`src/rtl/reset_sequencer_if.sv`:
```
// Reset sequencer bundle: soft-reset request in, ordered per-domain resets and status out.
interface reset_sequencer_if #(
    parameter int NUM_DOMAINS = 3
);
    logic                   sw_rst_req;
    logic [NUM_DOMAINS-1:0] dom_rst_n;
    logic                   ready;
    logic [1:0]             seq_state;

    modport master (
        input  sw_rst_req,
        output dom_rst_n,
        output ready,
        output seq_state
    );

    modport slave (
        output sw_rst_req,
        input  dom_rst_n,
        input  ready,
        input  seq_state
    );
endinterface

```
`src/rtl/reset_sequencer.sv`:
```
// Ordered reset release: async assert, synchronized deassert, then domains freed one by one
// after a hold period with a fixed gap. Every output is a flop cleared only by rst.
module reset_sequencer #(
    parameter int SYNC_STAGES = 2,
    parameter int HOLD_CYCLES = 16,
    parameter int GAP_CYCLES  = 4,
    parameter int NUM_DOMAINS = 3
) (
    input  logic              clk,
    input  logic              rst,
    reset_sequencer_if.master bus
);
    localparam int MAX_CYC = (HOLD_CYCLES > GAP_CYCLES) ? HOLD_CYCLES : GAP_CYCLES;
    localparam int CW      = $clog2(MAX_CYC) + 1;
    localparam int IW      = $clog2(NUM_DOMAINS) + 1;

    localparam logic [CW-1:0] HOLD_LAST = CW'(HOLD_CYCLES - 1);
    localparam logic [CW-1:0] GAP_LAST  = CW'(GAP_CYCLES - 1);
    localparam logic [IW-1:0] LAST_IDX  = IW'(NUM_DOMAINS - 1);

    typedef enum logic [1:0] {
        S_HOLD    = 2'd0,
        S_RELEASE = 2'd1,
        S_DONE    = 2'd2
    } state_t;

    logic [SYNC_STAGES-1:0] r_sync;
    logic                   w_rst_sync;

    state_t                 r_state, w_state_nxt;
    logic [CW-1:0]          r_cnt, w_cnt_nxt;
    logic [IW-1:0]          r_idx, w_idx_nxt;
    logic [NUM_DOMAINS-1:0] r_dom_rst_n, w_dom_nxt;
    logic                   r_ready, w_ready_nxt;

    // Deassertion of rst only reaches the sequencer after SYNC_STAGES edges.
    always_ff @(posedge clk or negedge rst) begin
        if (!rst) begin
            r_sync <= '0;
        end else begin
            r_sync <= {r_sync[SYNC_STAGES-2:0], 1'b1};
        end
    end

    assign w_rst_sync = r_sync[SYNC_STAGES-1];

    always_ff @(posedge clk or negedge rst) begin
        if (!rst) begin
            r_state     <= S_HOLD;
            r_cnt       <= '0;
            r_idx       <= '0;
            r_dom_rst_n <= '0;
            r_ready     <= 1'b0;
        end else begin
            r_state     <= w_state_nxt;
            r_cnt       <= w_cnt_nxt;
            r_idx       <= w_idx_nxt;
            r_dom_rst_n <= w_dom_nxt;
            r_ready     <= w_ready_nxt;
        end
    end

    // A soft request outranks any release due on the same edge.
    always_comb begin
        w_state_nxt = r_state;
        w_cnt_nxt   = r_cnt;
        w_idx_nxt   = r_idx;
        w_dom_nxt   = r_dom_rst_n;
        w_ready_nxt = r_ready;

        if (w_rst_sync) begin
            if (bus.sw_rst_req) begin
                w_state_nxt = S_HOLD;
                w_cnt_nxt   = '0;
                w_idx_nxt   = '0;
                w_dom_nxt   = '0;
                w_ready_nxt = 1'b0;
            end else begin
                case (r_state)
                    S_HOLD: begin
                        if (r_cnt == HOLD_LAST) begin
                            w_dom_nxt[0] = 1'b1;
                            w_cnt_nxt    = '0;
                            w_idx_nxt    = IW'(1);
                            if (NUM_DOMAINS == 1) begin
                                w_ready_nxt = 1'b1;
                                w_state_nxt = S_DONE;
                            end else begin
                                w_state_nxt = S_RELEASE;
                            end
                        end else begin
                            w_cnt_nxt = r_cnt + 1'b1;
                        end
                    end
                    S_RELEASE: begin
                        if (r_cnt == GAP_LAST) begin
                            for (int i = 0; i < NUM_DOMAINS; i++) begin
                                if (r_idx == IW'(i)) begin
                                    w_dom_nxt[i] = 1'b1;
                                end
                            end
                            w_cnt_nxt = '0;
                            w_idx_nxt = r_idx + 1'b1;
                            if (r_idx == LAST_IDX) begin
                                w_ready_nxt = 1'b1;
                                w_state_nxt = S_DONE;
                            end
                        end else begin
                            w_cnt_nxt = r_cnt + 1'b1;
                        end
                    end
                    S_DONE: begin
                    end
                    default: begin
                        w_state_nxt = S_HOLD;
                    end
                endcase
            end
        end
    end

    assign bus.dom_rst_n = r_dom_rst_n;
    assign bus.ready     = r_ready;
    assign bus.seq_state = r_state;

endmodule

```
`src/flat_wrapper.sv`:
```
// flat-port wrapper written by rule: the top's interface ports become plain ports
module reset_sequencer_flat 
#(
    parameter int SYNC_STAGES = 2,
    parameter int HOLD_CYCLES = 16,
    parameter int GAP_CYCLES  = 4,
    parameter int NUM_DOMAINS = 3
)
  (clk, rst, bus_sw_rst_req, bus_dom_rst_n, bus_ready, bus_seq_state);
  reset_sequencer_if #(.NUM_DOMAINS(NUM_DOMAINS)) bus_i ();
  input  logic clk;
  input  logic rst;
  input wire logic [$bits(bus_i.sw_rst_req)-1:0] bus_sw_rst_req;
  output wire logic [$bits(bus_i.dom_rst_n)-1:0] bus_dom_rst_n;
  output wire logic [$bits(bus_i.ready)-1:0] bus_ready;
  output wire logic [$bits(bus_i.seq_state)-1:0] bus_seq_state;
  assign bus_i.sw_rst_req = bus_sw_rst_req;
  assign bus_dom_rst_n = bus_i.dom_rst_n;
  assign bus_ready = bus_i.ready;
  assign bus_seq_state = bus_i.seq_state;
  reset_sequencer #(.SYNC_STAGES(SYNC_STAGES), .HOLD_CYCLES(HOLD_CYCLES), .GAP_CYCLES(GAP_CYCLES), .NUM_DOMAINS(NUM_DOMAINS)) u_core (.clk(clk), .rst(rst), .bus(bus_i));
endmodule
```
`config.mk`:
```
export PLATFORM = sky130hd
export DESIGN_NAME = reset_sequencer_flat
export DESIGN_NICKNAME = d
export VERILOG_FILES = /design/src/rtl/reset_sequencer_if.sv /design/src/rtl/reset_sequencer.sv /design/src/flat_wrapper.sv
export SDC_FILE = /design/constraint.sdc
export NUM_CORES = 1
export LEC_CHECK = 0
export CELL_PAD_IN_SITES_DETAIL_PLACEMENT = 0
export CELL_PAD_IN_SITES_GLOBAL_PLACEMENT = 2
export CORE_ASPECT_RATIO = 2
export CORE_MARGIN = 4
export CORE_UTILIZATION = 30
export DETAILED_ROUTE_END_ITERATION = 7
export PLACE_DENSITY = 0.66
export RECOVER_POWER = 25
export SLEW_MARGIN = 20
export SYNTH_ARGS = -nofsm -noshare
export SYNTH_HDL_FRONTEND = slang
export SYNTH_SLANG_ARGS = --single-unit
export TNS_END_PERCENT = 10
```
`constraint.sdc`:
```
create_clock -name clk -period 2.3 [get_ports clk]
set_input_delay 0.575 -clock clk [delete_from_list [all_inputs] [get_ports clk]]
set_output_delay 0.575 -clock clk [all_outputs]
set_load 0.03 [all_outputs]
```
### After elaboration in Yosys (flattened, before gate mapping)

Cells that the tools add are included.

* add/sub/neg operators: 2
* equality and inequality tests: 11
* mux-type cells: 24
* reduce and logical (&&, ||, !) cells: 13

Operator list (count)
* two-way mux 3 bit: 5
* two-way mux 5 bit: 3
* inequality test 3 x 2 -> 1 bit (second input constant): 4
* AND reduction 4 bit: 3
* two-way mux 2 bit: 5
* case mux 5 bit (2 select lines): 1
* AND reduction 5 bit: 2
* nonzero test 2 bit: 4
* two-way mux 1 bit: 7
* case mux 2 bit (3 select lines): 1
* case mux 3 bit (2 select lines): 1
* adder 5 x 1 -> 5 bit (second input constant): 1
* == test 5 x 2 -> 1 bit (second input constant): 1
* == test 5 x 4 -> 1 bit (second input constant): 1
* adder 3 x 1 -> 3 bit (second input constant): 1
* == test 3 x 1 -> 1 bit (second input constant): 1
* == test 3 x 2 -> 1 bit (second input constant): 1
* logical NOT 3 bit: 1
* nonzero test 3 bit: 1
* == test 2 x 1 -> 1 bit (second input constant): 1
* == test 2 bit (second input constant): 1
* logical NOT 2 bit: 1
* inequality test 2 bit (second input constant): 1
* case mux 1 bit (2 select lines): 1
* AND reduction 2 bit: 1

* register bits: 16
* output and inout bits: 6
* word-level logic and storage cells: 58

### Longest topological paths before layout

Gate-level depths: netlist (run 1).

* depth after elaboration: 5
* mapped depth: 8

### Worst setup path after synthesis (run 1)

Ideal clock, no wire load.

* kind: register to register
* start point: reg u_core.r_cnt[0]
* end point: reg u_core.r_dom_rst_n[0], in the netlist u_core.bus.dom_rst_n[0]
* arrival time: 1.600 ns
* data required time: 2.169 ns
* slack: 0.568 ns
* stages on the path, launching flop included: 9
* buffers on the path: 0
* period minus slack after synthesis: 1.732 ns
* cell sequence: dfrtp_1 ha_1 nand3_1 inv_1 ha_1 o21ba_2 o21a_1 a21boi_1 a2bb2oi_2

* longest elaborated chain between the ends: 3

RTL lines
* from (decl): line reset_sequencer.sv:31 `logic [CW-1:0] r_cnt, w_cnt_nxt;`
* from (signal assigned): line reset_sequencer.sv:56 `r_cnt <= w_cnt_nxt;`
* == test 5 x 2 -> 1 bit / == test 5 x 4 -> 1 bit (equally long branches): line reset_sequencer.sv:96, reset_sequencer.sv:81
* inequality test 3 x 2 -> 1 bit (no source line)
* AND reduction 5 bit (no source line) (*)
* to (signal assigned): line reset_sequencer.sv:58 `r_dom_rst_n <= w_dom_nxt;`
* to (decl): line reset_sequencer.sv:33 `logic [NUM_DOMAINS-1:0] r_dom_rst_n, w_dom_nxt;`

Every way passes the cells marked *; elsewhere a longest branch is shown, timed or not.
A chain may end at the register's enable or synchronous reset.

### Final worst setup path (run 1)

* start point: reg u_core.r_state[0], in the netlist u_core.bus.seq_state[0]
* end point: out bus_seq_state[0]

RTL lines
* from (decl): line reset_sequencer.sv:30 `state_t r_state, w_state_nxt;`
* from (signal assigned): line reset_sequencer.sv:55 `r_state <= w_state_nxt;`
* to (decl): line flat_wrapper.sv:16 `output wire logic [$bits(bus_i.seq_state)-1:0] bus_seq_state;`

No word-level cell between the ends.

==> flow_summary.toml, run 1 <==
[critical_path]
critical_path_end_type = "primary output"
critical_path.max_stage_delay_ps = 740
r2r_setup_slack_ps = 380
timing_worst_setup_path_type = "reg -> out"
critical_path_peak_fanout = 9
worst-endpoint-arrival_ps = 1480
crit_path_start_kind = "register"
cpLargestDelayFamily = "buffers and inverters"
crit_path_top_delay_cell = "clkdlybuf4s50_1"
critical_path.cell_chain = "clkdlybuf4s50_1"
cp_num_buf_inv = 1
required_time_worst_endpoint_ps = 1730

[sta]
hold_viol = 0
final_min_period_over_clock_period_pct = 89.49
worst-slew-pin-transition_ps = 846.6
skew_ps = 1.265
finalWorstPathRequiredPeriod_ps = 2058
fmax_mhz = 485.8
max_slew_margin_pct = 43.56
rsz_0062_raised_after_global_routing = "no"
final-setup-viol-count = 0
summed_negative_setup_slack_over_all_endpoints_ps = 0
slew_violations = 0

[outcome]
outcome = "finished, final reports clean"

[clock_network]
postCtsSetupBuffers = 0
worst_skew_pair.late_latency_ps = 240
holdBufCountCts = 0
clkTransAtPathRegs_ps = 60
htree_num_levels = 1
tritoncts = "built"
cts-root-to-sink-buffers = 2
cts_made_buffers = 3
cts_root_buf = "clkbuf_8"
cts_sinks = 15
cts_resized = 0

[synth]
syn_area_sq_um = 912.1
synthMostInstantiatedCell = "dfrtp_1"
synth-edff-count = 0
synth_flop_cell = "dfrtp_1"
synth.top_cells.by_area = "dfrtp_1 41%, ha_1 9.6%, o21ai_0 4.4%, a21oi_1 3.8%, nand2b_1 3.4%"
synth.top_cell.area_share_pct = 41.15
postSynth.asyncResetShare_pct = 100.0
synthesis.nets = 99
synth_unique_cells = 38
ys_seq_elements = 15
synth_seq_area_share_pct = 41.15
synth_cells = 89
synth_area_leader_cell = "dfrtp_1"
synthesis_warnings = 0
ys_top_cells_by_count = "15 x dfrtp_1, 8 x o21ai_0, 7 x a21oi_1, 7 x ha_1"
post_synth.cell_area_avg_sq_um = 10.25

[placed_design]
dp_hpwl_mm = 1.737
place.gp.congestion = 0.7728
numPortBuffers = 8

[grt]
globalRoute.totalOverflow = 0
pin_count_of_the_biggest_net_entering_global_routing = 16
gr-usage-all-layers_pct = 12.46
antenna_found_initial = 0
grt_pass1_wl_mm = 3.615
first_global_vias = 795

[die]
core_sq_um = 2943
initial_core_util_pct = 30.99
die_w_um = 46.99
die_height_um = 85.98
die-area_sq_um = 4040
top_level_ports = 9
row_count = 28

[cells_and_area]
diodes = 0
layout.filler_cells = 326
flow.area_growth_from_synthesis_pct = 17.83
multi_input_area_sq_um = 491.7
final_layout_size_suffix_gt1_share_pct = 12.87
area.sequential_sq_um = 375.4
finish.net_count = 112

[detailed_routing]
vias_per_cell = 5.305
final_antenna_net_count = 0
drt_iter0_markers = 22
route.final.wire_length_mm = 2.147
wl_per_cell_um = 16.39
firstDrtPassIters = 4
drc_errors = 0
detailroute.via_count = 695

[power]
ir_worst_vdd_mv = 0.2302
p_total_uw = 583.7
power.density_nw_per_um2 = 543.1
leakage_nw = 0.4535

[flow_run]
cap_viol_max_count = 0

[worst_hold_path]
worst_hold_path_type = "reg -> reg"
[cell type report]
type | count | area share [%]
Multi-Input combinational cell | 65 | 45.75
Inverter | 5 | 1.746
Clock buffer | 4 | 4.191
Sequential cell | 15 | 34.92
Timing Repair Buffer | 12 | 9.895
Tap cell | 30 | 3.492
[layout by cell type, fill, tap and decap left out, types with 2 or more instances in the layout]
cell / instances
o21a_1: 2
inv_1: 5
clkdlybuf4s50_1: 7
dfrtp_1: 15
ha_1: 7
o21ai_1: 2
nand2b_1: 5
a21oi_1: 7
and2_1: 2
clkbuf_1: 2
nand2_1: 5
clkbuf_8: 3
nand3_1: 3
o21ai_0: 8
nor2b_1: 2
buf_4: 3
[logic make-up after synthesis]
family	share of synthesized area, %
AOI/OAI and AO/OA	22.77
buffers and inverters	4.938
adders and majority gates	9.602
other	0.4111
muxes	1.234
DFF	41.15
and+or+nand+nor	19.89
[state kept, by name, summed over array words and instances, names as in the netlist]
signal                cells
u_core.bus.seq_state      2
u_core.r_idx              3
u_core.bus.dom_rst_n      3
u_core.r_cnt              5
u_core.r_sync             2
[report_power, final]
| group | switching, mW | internal (mW) |
|---|---|---|
| combinational | 0.0380 | 0.0353 |
| clock | 0.0921 | 0.123 |
| sequential | 0.0181 | 0.278 |
[routing by layer]
metal | vias up | global-route usage [%] | part of all wire (%)
li1 | 340 | - | -
met1 | 345 | 11.85 | 34
met2 | 6 | 22.68 | 62
met3 | 4 | 2.521 | 1.9
met4 | 0 | 6.801 | 1.9
met5 | - | 0 | 0
[through the flow]
stage          cell area [sq um]  hold WS [ps]  cells  worst slack [ps]  utilization (%)
2_1_floorplan              912.1         279.4     89             568.4                -
3_3_place_gp                1033         334.5    127             267.9            35.12
3_5_place_dp                1033         338.9    127             257.3            35.12
4_1_cts                     1079         352.8    131             217.3            36.65
5_1_grt                     1075         368.9    131             191.8            36.52
6_report                    1075         352.6    131             241.7            36.52
[path summary, 6_finish.rpt]
check                                                to  cells past startpoint                     from
max in group asynchronous       u_core.bus.dom_rst_n[0]                      2                      rst
min in group asynchronous               u_core.r_cnt[4]                      2                      rst
worst max-delay path                   bus_seq_state[0]                      1  u_core.bus.seq_state[0]
worst min-delay path                   u_core.r_sync[1]                      0         u_core.r_sync[0]
worst max register to register  u_core.bus.dom_rst_n[0]                      8          u_core.r_cnt[0]
worst min register to register         u_core.r_sync[1]                      0         u_core.r_sync[0]
Note: power is estimated with default switching activity, not from simulation.
==> run 2: changes to the inputs <==
--- a/config.mk
+++ b/config.mk
@@ -7,7 +7,6 @@
 export LEC_CHECK = 0
 export CELL_PAD_IN_SITES_DETAIL_PLACEMENT = 0
 export CELL_PAD_IN_SITES_GLOBAL_PLACEMENT = 2
-export CORE_ASPECT_RATIO = 2
 export CORE_MARGIN = 4
 export CORE_UTILIZATION = 30
 export DETAILED_ROUTE_END_ITERATION = 7
==> run 2 against run 1 <==
Effect of this change: register-to-register slack better by 20 ps; clock skew up 0.77 ps; largest cell class unchanged; combinational power down 3.7%; clock-buffer cell count down 1; highest routed layer unchanged; non-clock buffer count down 1; sequential power about the same.
==> flow_summary.toml, run 2 (same netlist as run 1, synthesis figures left out) <==
[outcome]
outcome = "finished, final reports clean"

[clock_network]
cts_root_buf = "clkbuf_4"
tritoncts = "built"
htree_num_levels = 1
worst_skew_pair.late_latency_ps = 290
cts_made_buffers = 3
postCtsSetupBuffers = 0
clkTransAtPathRegs_ps = 90
cts_sinks = 15
cts-root-to-sink-buffers = 2
holdBufCountCts = 0
cts_resized = 0

[critical_path]
worstSetupPathDepth = 1
worst-endpoint-arrival_ps = 1490
worst_reg2reg_path_length_in_cells = 8
crit_path_start_kind = "register"
cp_num_buf_inv = 1
cpLargestDelayFamily = "buffers and inverters"
critical_path_peak_fanout = 9
critical_path.max_stage_delay_ps = 720
critical_path_end_type = "primary output"
crit_path_top_delay_cell = "clkdlybuf4s50_1"
required_time_worst_endpoint_ps = 1730
timing_worst_setup_path_type = "reg -> out"
critical_path.cell_chain = "clkdlybuf4s50_1"

[die]
die_height_um = 63.14
row_count = 19
core_sq_um = 2829
die_w_um = 63.14
initial_core_util_pct = 32.24
die-area_sq_um = 3987
top_level_ports = 9

[placed_design]
dp_hpwl_mm = 1.426
numPortBuffers = 8
numPlacedInstances = 127
pre_cts_slack_ps = 259.7
place.gp.congestion = 0.7524
post_dp_cell_area_sq_um = 1027

[sta]
final-setup-viol-count = 0
holdWs_ps = 362.6
rsz_0062_raised_after_global_routing = "no"
slew_violations = 0
setup_slack_ps = 231.0
fmax_mhz = 483.3
skew_ps = 2.035
finalWorstPathRequiredPeriod_ps = 2069
final_min_period_over_clock_period_pct = 89.96
hold_viol = 0
summed_negative_setup_slack_over_all_endpoints_ps = 0

[detailed_routing]
vias_per_cell = 5.145
route.final.wire_length_mm = 1.853
firstDrtPassIters = 4
wl_per_cell_um = 14.15
drc_errors = 0
detailroute.via_count = 674
final_antenna_net_count = 0
drt_iter0_markers = 28

[worst_hold_path]
worst_hold_path_type = "reg -> reg"
min_path_cells = 0

[grt]
pin_count_of_the_biggest_net_entering_global_routing = 13
antenna_found_initial = 0
grt_pass1_wl_mm = 3.284
gr-usage-all-layers_pct = 10.53
first_global_vias = 670
globalRoute.totalOverflow = 0

[cells_and_area]
final_common_cell = "dfrtp_1"
layout.filler_cells = 285
final_layout_size_suffix_gt1_share_pct = 14.00
finish.net_count = 111
largest-register = "u_core.r_cnt"
mostFrequentLayoutCells = "15 x dfrtp_1, 8 x o21ai_0, 7 x a21oi_1, 7 x ha_1, 7 x clkdlybuf4s50_1"
post-route-cell-area_sq_um = 1057
largest_reg_flops = 5
post-route-util_pct = 37.37
flow.area_growth_from_synthesis_pct = 15.91
layoutNonFillerInstCount = 131
diodes = 0

[power]
ir_worst_vdd_mv = 0.4157
p_total_uw = 520.9
power.density_nw_per_um2 = 492.7
leakage_nw = 0.4436

[flow_run]
cap_viol_max_count = 0
## run 2: cell types whose count changed in the layout (fill, tap and decap cells not counted), sizes merged
cell      delta
clkbuf       -2
clkinvlp     +1
## run 2: metal layers
| metal | vias to the layer above | wire (um) | global-route usage, % | part of all wire (%) |
|---|---|---|---|---|
| met4 | 0 | 16 | 3.306 | 0.86 |
| met1 | 321 | 968 | 14.93 | 52 |
| met2 | 14 | 788 | 14.76 | 43 |
| li1 | 337 | - | - | - |
| met5 | - | 0 | 0 | 0 |
| met3 | 2 | 79 | 3.730 | 4.3 |
## run 2: power breakdown
part	internal, mW	switching (mW)	total [mW]	leakage [nW]
clock	0.0661	0.0890	0.155	0.0139
sequential	0.277	0.0180	0.295	0.199
combinational	0.0342	0.0364	0.0706	0.231
total	0.377	0.143	0.521	0.444
## run 2: area by class of cell
| cell class | instances | area (sq um) | share of cell area [%] |
|---|---|---|---|
| tap | 31 | 38.79 | 3.669 |
| inverter | 5 | 18.77 | 1.775 |
| multi-input combinational | 65 | 491.7 | 46.51 |
| clock inverter | 1 | 7.507 | 0.7101 |
| timing repair buffer | 11 | 102.6 | 9.704 |
| clock buffer | 3 | 22.52 | 2.130 |
| sequential | 15 | 375.4 | 35.50 |
## run 2: final timing paths
check / startpoint / end / slack (ps)
worst max-delay path: u_core.bus.seq_state[1] / bus_seq_state[1] / 230
worst min-delay path: u_core.r_sync[0] / u_core.r_sync[1] / 360
worst max register to register: u_core.r_cnt[0] / u_core.bus.dom_rst_n[0] / 400
worst min register to register: u_core.r_sync[0] / u_core.r_sync[1] / 360
max in group asynchronous: rst / u_core.r_cnt[3] / 1190
min in group asynchronous: rst / u_core.r_cnt[2] / 650
==> run 3: changes to the inputs <==
--- a/config.mk
+++ b/config.mk
@@ -5,12 +5,12 @@
 export SDC_FILE = /design/constraint.sdc
 export NUM_CORES = 1
 export LEC_CHECK = 0
-export CELL_PAD_IN_SITES_DETAIL_PLACEMENT = 0
-export CELL_PAD_IN_SITES_GLOBAL_PLACEMENT = 2
+export CELL_PAD_IN_SITES_DETAIL_PLACEMENT = 1
+export CELL_PAD_IN_SITES_GLOBAL_PLACEMENT = 1
 export CORE_MARGIN = 4
-export CORE_UTILIZATION = 30
+export CORE_UTILIZATION = 43
 export DETAILED_ROUTE_END_ITERATION = 7
-export PLACE_DENSITY = 0.66
+export PLACE_DENSITY = 0.76
 export RECOVER_POWER = 25
 export SLEW_MARGIN = 20
 export SYNTH_ARGS = -nofsm -noshare
==> run 3 against run 2 <==
Effect of this change: power is 0.21% lower; non-clock buffer count is 1 lower; clock power hardly changed; first-iteration DRC count is 86% lower; via count is 3.6% higher; largest power group unchanged.
==> flow_summary.toml, run 3 (same netlist as run 1, synthesis figures left out) <==
[detailed_routing]
wl_per_cell_um = 16.25
drc_errors = 0
drt_iter0_markers = 4
detailroute.via_count = 698
final_antenna_net_count = 0
vias_per_cell = 5.540
firstDrtPassIters = 4
route.final.wire_length_mm = 2.048

[sta]
worst-slew-pin-transition_ps = 684.4
slew_violations = 0
fmax_mhz = 477.1
skew_ps = 1.920
finalWorstPathRequiredPeriod_ps = 2096
final_min_period_over_clock_period_pct = 91.13
max_slew_margin_pct = 54.22
rsz_0062_raised_after_global_routing = "no"
holdWs_ps = 363.3
final-setup-viol-count = 0
hold_viol = 0
summed_negative_setup_slack_over_all_endpoints_ps = 0
setup_slack_ps = 203.9

[die]
initial_core_util_pct = 46.02
die-area_sq_um = 2922
row_count = 16
die_height_um = 54.06
core_sq_um = 1982
die_w_um = 54.06
top_level_ports = 9

[critical_path]
worst-endpoint-arrival_ps = 1520
critical_path_end_type = "primary output"
critical_path.reg2reg.startpoint = "u_core.r_cnt[0]"
worst_reg2reg_path_length_in_cells = 8
critPathCapture = "bus_seq_state[1]"
critical_path.cell_chain = "clkdlybuf4s50_1"
crit_path_top_delay_cell = "clkdlybuf4s50_1"
crit-reg2reg-capture = "u_core.bus.dom_rst_n[0]"
timing.critical_path.from = "u_core.bus.seq_state[1]"
crit_path_start_kind = "register"
r2r_setup_slack_ps = 360
cpLargestDelayFamily = "buffers and inverters"
worstSetupPathDepth = 1
critical_path_peak_fanout = 9
cp_num_buf_inv = 1
critical_path.max_stage_delay_ps = 730
timing_worst_setup_path_type = "reg -> out"
required_time_worst_endpoint_ps = 1730

[power]
internal-power_uw = 374.8
power.density_nw_per_um2 = 498.7
p_total_uw = 519.8
ir_worst_vdd_mv = 0.4432
power_dissipated_by_switching_net_loads_uw = 145.0
p_seq_share_pct = 57.2
comb_power_share_pct = 13.5
power.share.clock_pct = 29.3
switching_share_pct = 27.89
leakage_nw = 0.4425

[placed_design]
numPlacedInstances = 122
numPortBuffers = 8
place.gp.congestion = 0.7928
pre_cts_slack_ps = 262.3
post_dp_cell_area_sq_um = 1015
dp_hpwl_mm = 1.603

[cells_and_area]
final_layout_size_suffix_gt1_share_pct = 13.13
layoutNonFillerInstCount = 126
post-route-util_pct = 52.59
flow.area_growth_from_synthesis_pct = 14.27
layout.filler_cells = 234
largest_reg_flops = 5
finish.net_count = 110
mostFrequentLayoutCells = "15 x dfrtp_1, 8 x o21ai_0, 7 x a21oi_1, 7 x ha_1, 7 x clkdlybuf4s50_1"
post-route-cell-area_sq_um = 1042
final_common_cell = "dfrtp_1"
largest-register = "u_core.r_cnt"
diodes = 0

[clock_network]
cts_resized = 0
holdBufCountCts = 0
cts_root_buf = "clkbuf_4"
clkTransAtPathRegs_ps = 90
cts-root-to-sink-buffers = 2
worst_skew_pair.late_latency_ps = 280
tritoncts = "built"
cts_sinks = 15
cts_made_buffers = 3
postCtsSetupBuffers = 0
htree_num_levels = 1

[grt]
grt-busiest-layer = "met2"
first_global_vias = 736
globalRoute.totalOverflow = 0
fraction_of_met3_tracks_used_by_global_routing_pct = 3.878
pin_count_of_the_biggest_net_entering_global_routing = 16
grt_pass1_wl_mm = 3.463
global_route.usage.met2_pct = 29.44
antenna_found_initial = 0
gr-usage-all-layers_pct = 17.02
global_route.usage.met1_pct = 20.78

[flow_run]
cap_viol_max_count = 0

[worst_hold_path]
holdCritStartpoint = "u_core.r_sync[0]"
worst_hold_path_type = "reg -> reg"

[outcome]
outcome = "finished, final reports clean"
run 3: changes by cell type in the layout (fill, tap and decap cells not counted), sizes merged:
cell / before / now
buf: 3 / 2
clkinv: 0 / 1
clkinvlp: 1 / 0
run 3: metal layers:
layer  routed length [um]  vias up
met1                  943      346
met4                    0        0
met2                 1052       14
met3                   53        0
met5                    0        -
li1                     -      338
run 3: worst min path at each step:
stage,to,slack (ps),cells after the start
final,u_core.r_sync[1],360,0
after CTS,u_core.r_sync[1],370,0
after detailed placement,u_core.r_sync[1],340,0
after global placement,u_core.r_sync[1],350,0
after global routing,u_core.r_sync[1],380,0
after floorplan,u_core.bus.dom_rst_n[0],280,0
run 3: power by group through the flow:
stage / clock (mW) / sequential [mW] / combinational [mW]
after floorplan: 0 / 0.299 / 0.0465
after detailed placement: 0 / 0.302 / 0.0722
after CTS: 0.158 / 0.297 / 0.0720
final: 0.152 / 0.297 / 0.0703
after global routing: 0.174 / 0.299 / 0.0798
after global placement: 0 / 0.300 / 0.0688
run 3: layout make-up:
class | instances | area [sq um] | area share [%]
clock buffers | 3 | 22.52 | 2.161
clock inverters | 1 | 5.005 | 0.4802
inverters | 5 | 18.77 | 1.801
multi-input cells | 65 | 491.7 | 47.18
flip-flops and latches | 15 | 375.4 | 36.01
well taps | 27 | 33.78 | 3.241
repair buffers | 10 | 95.09 | 9.124
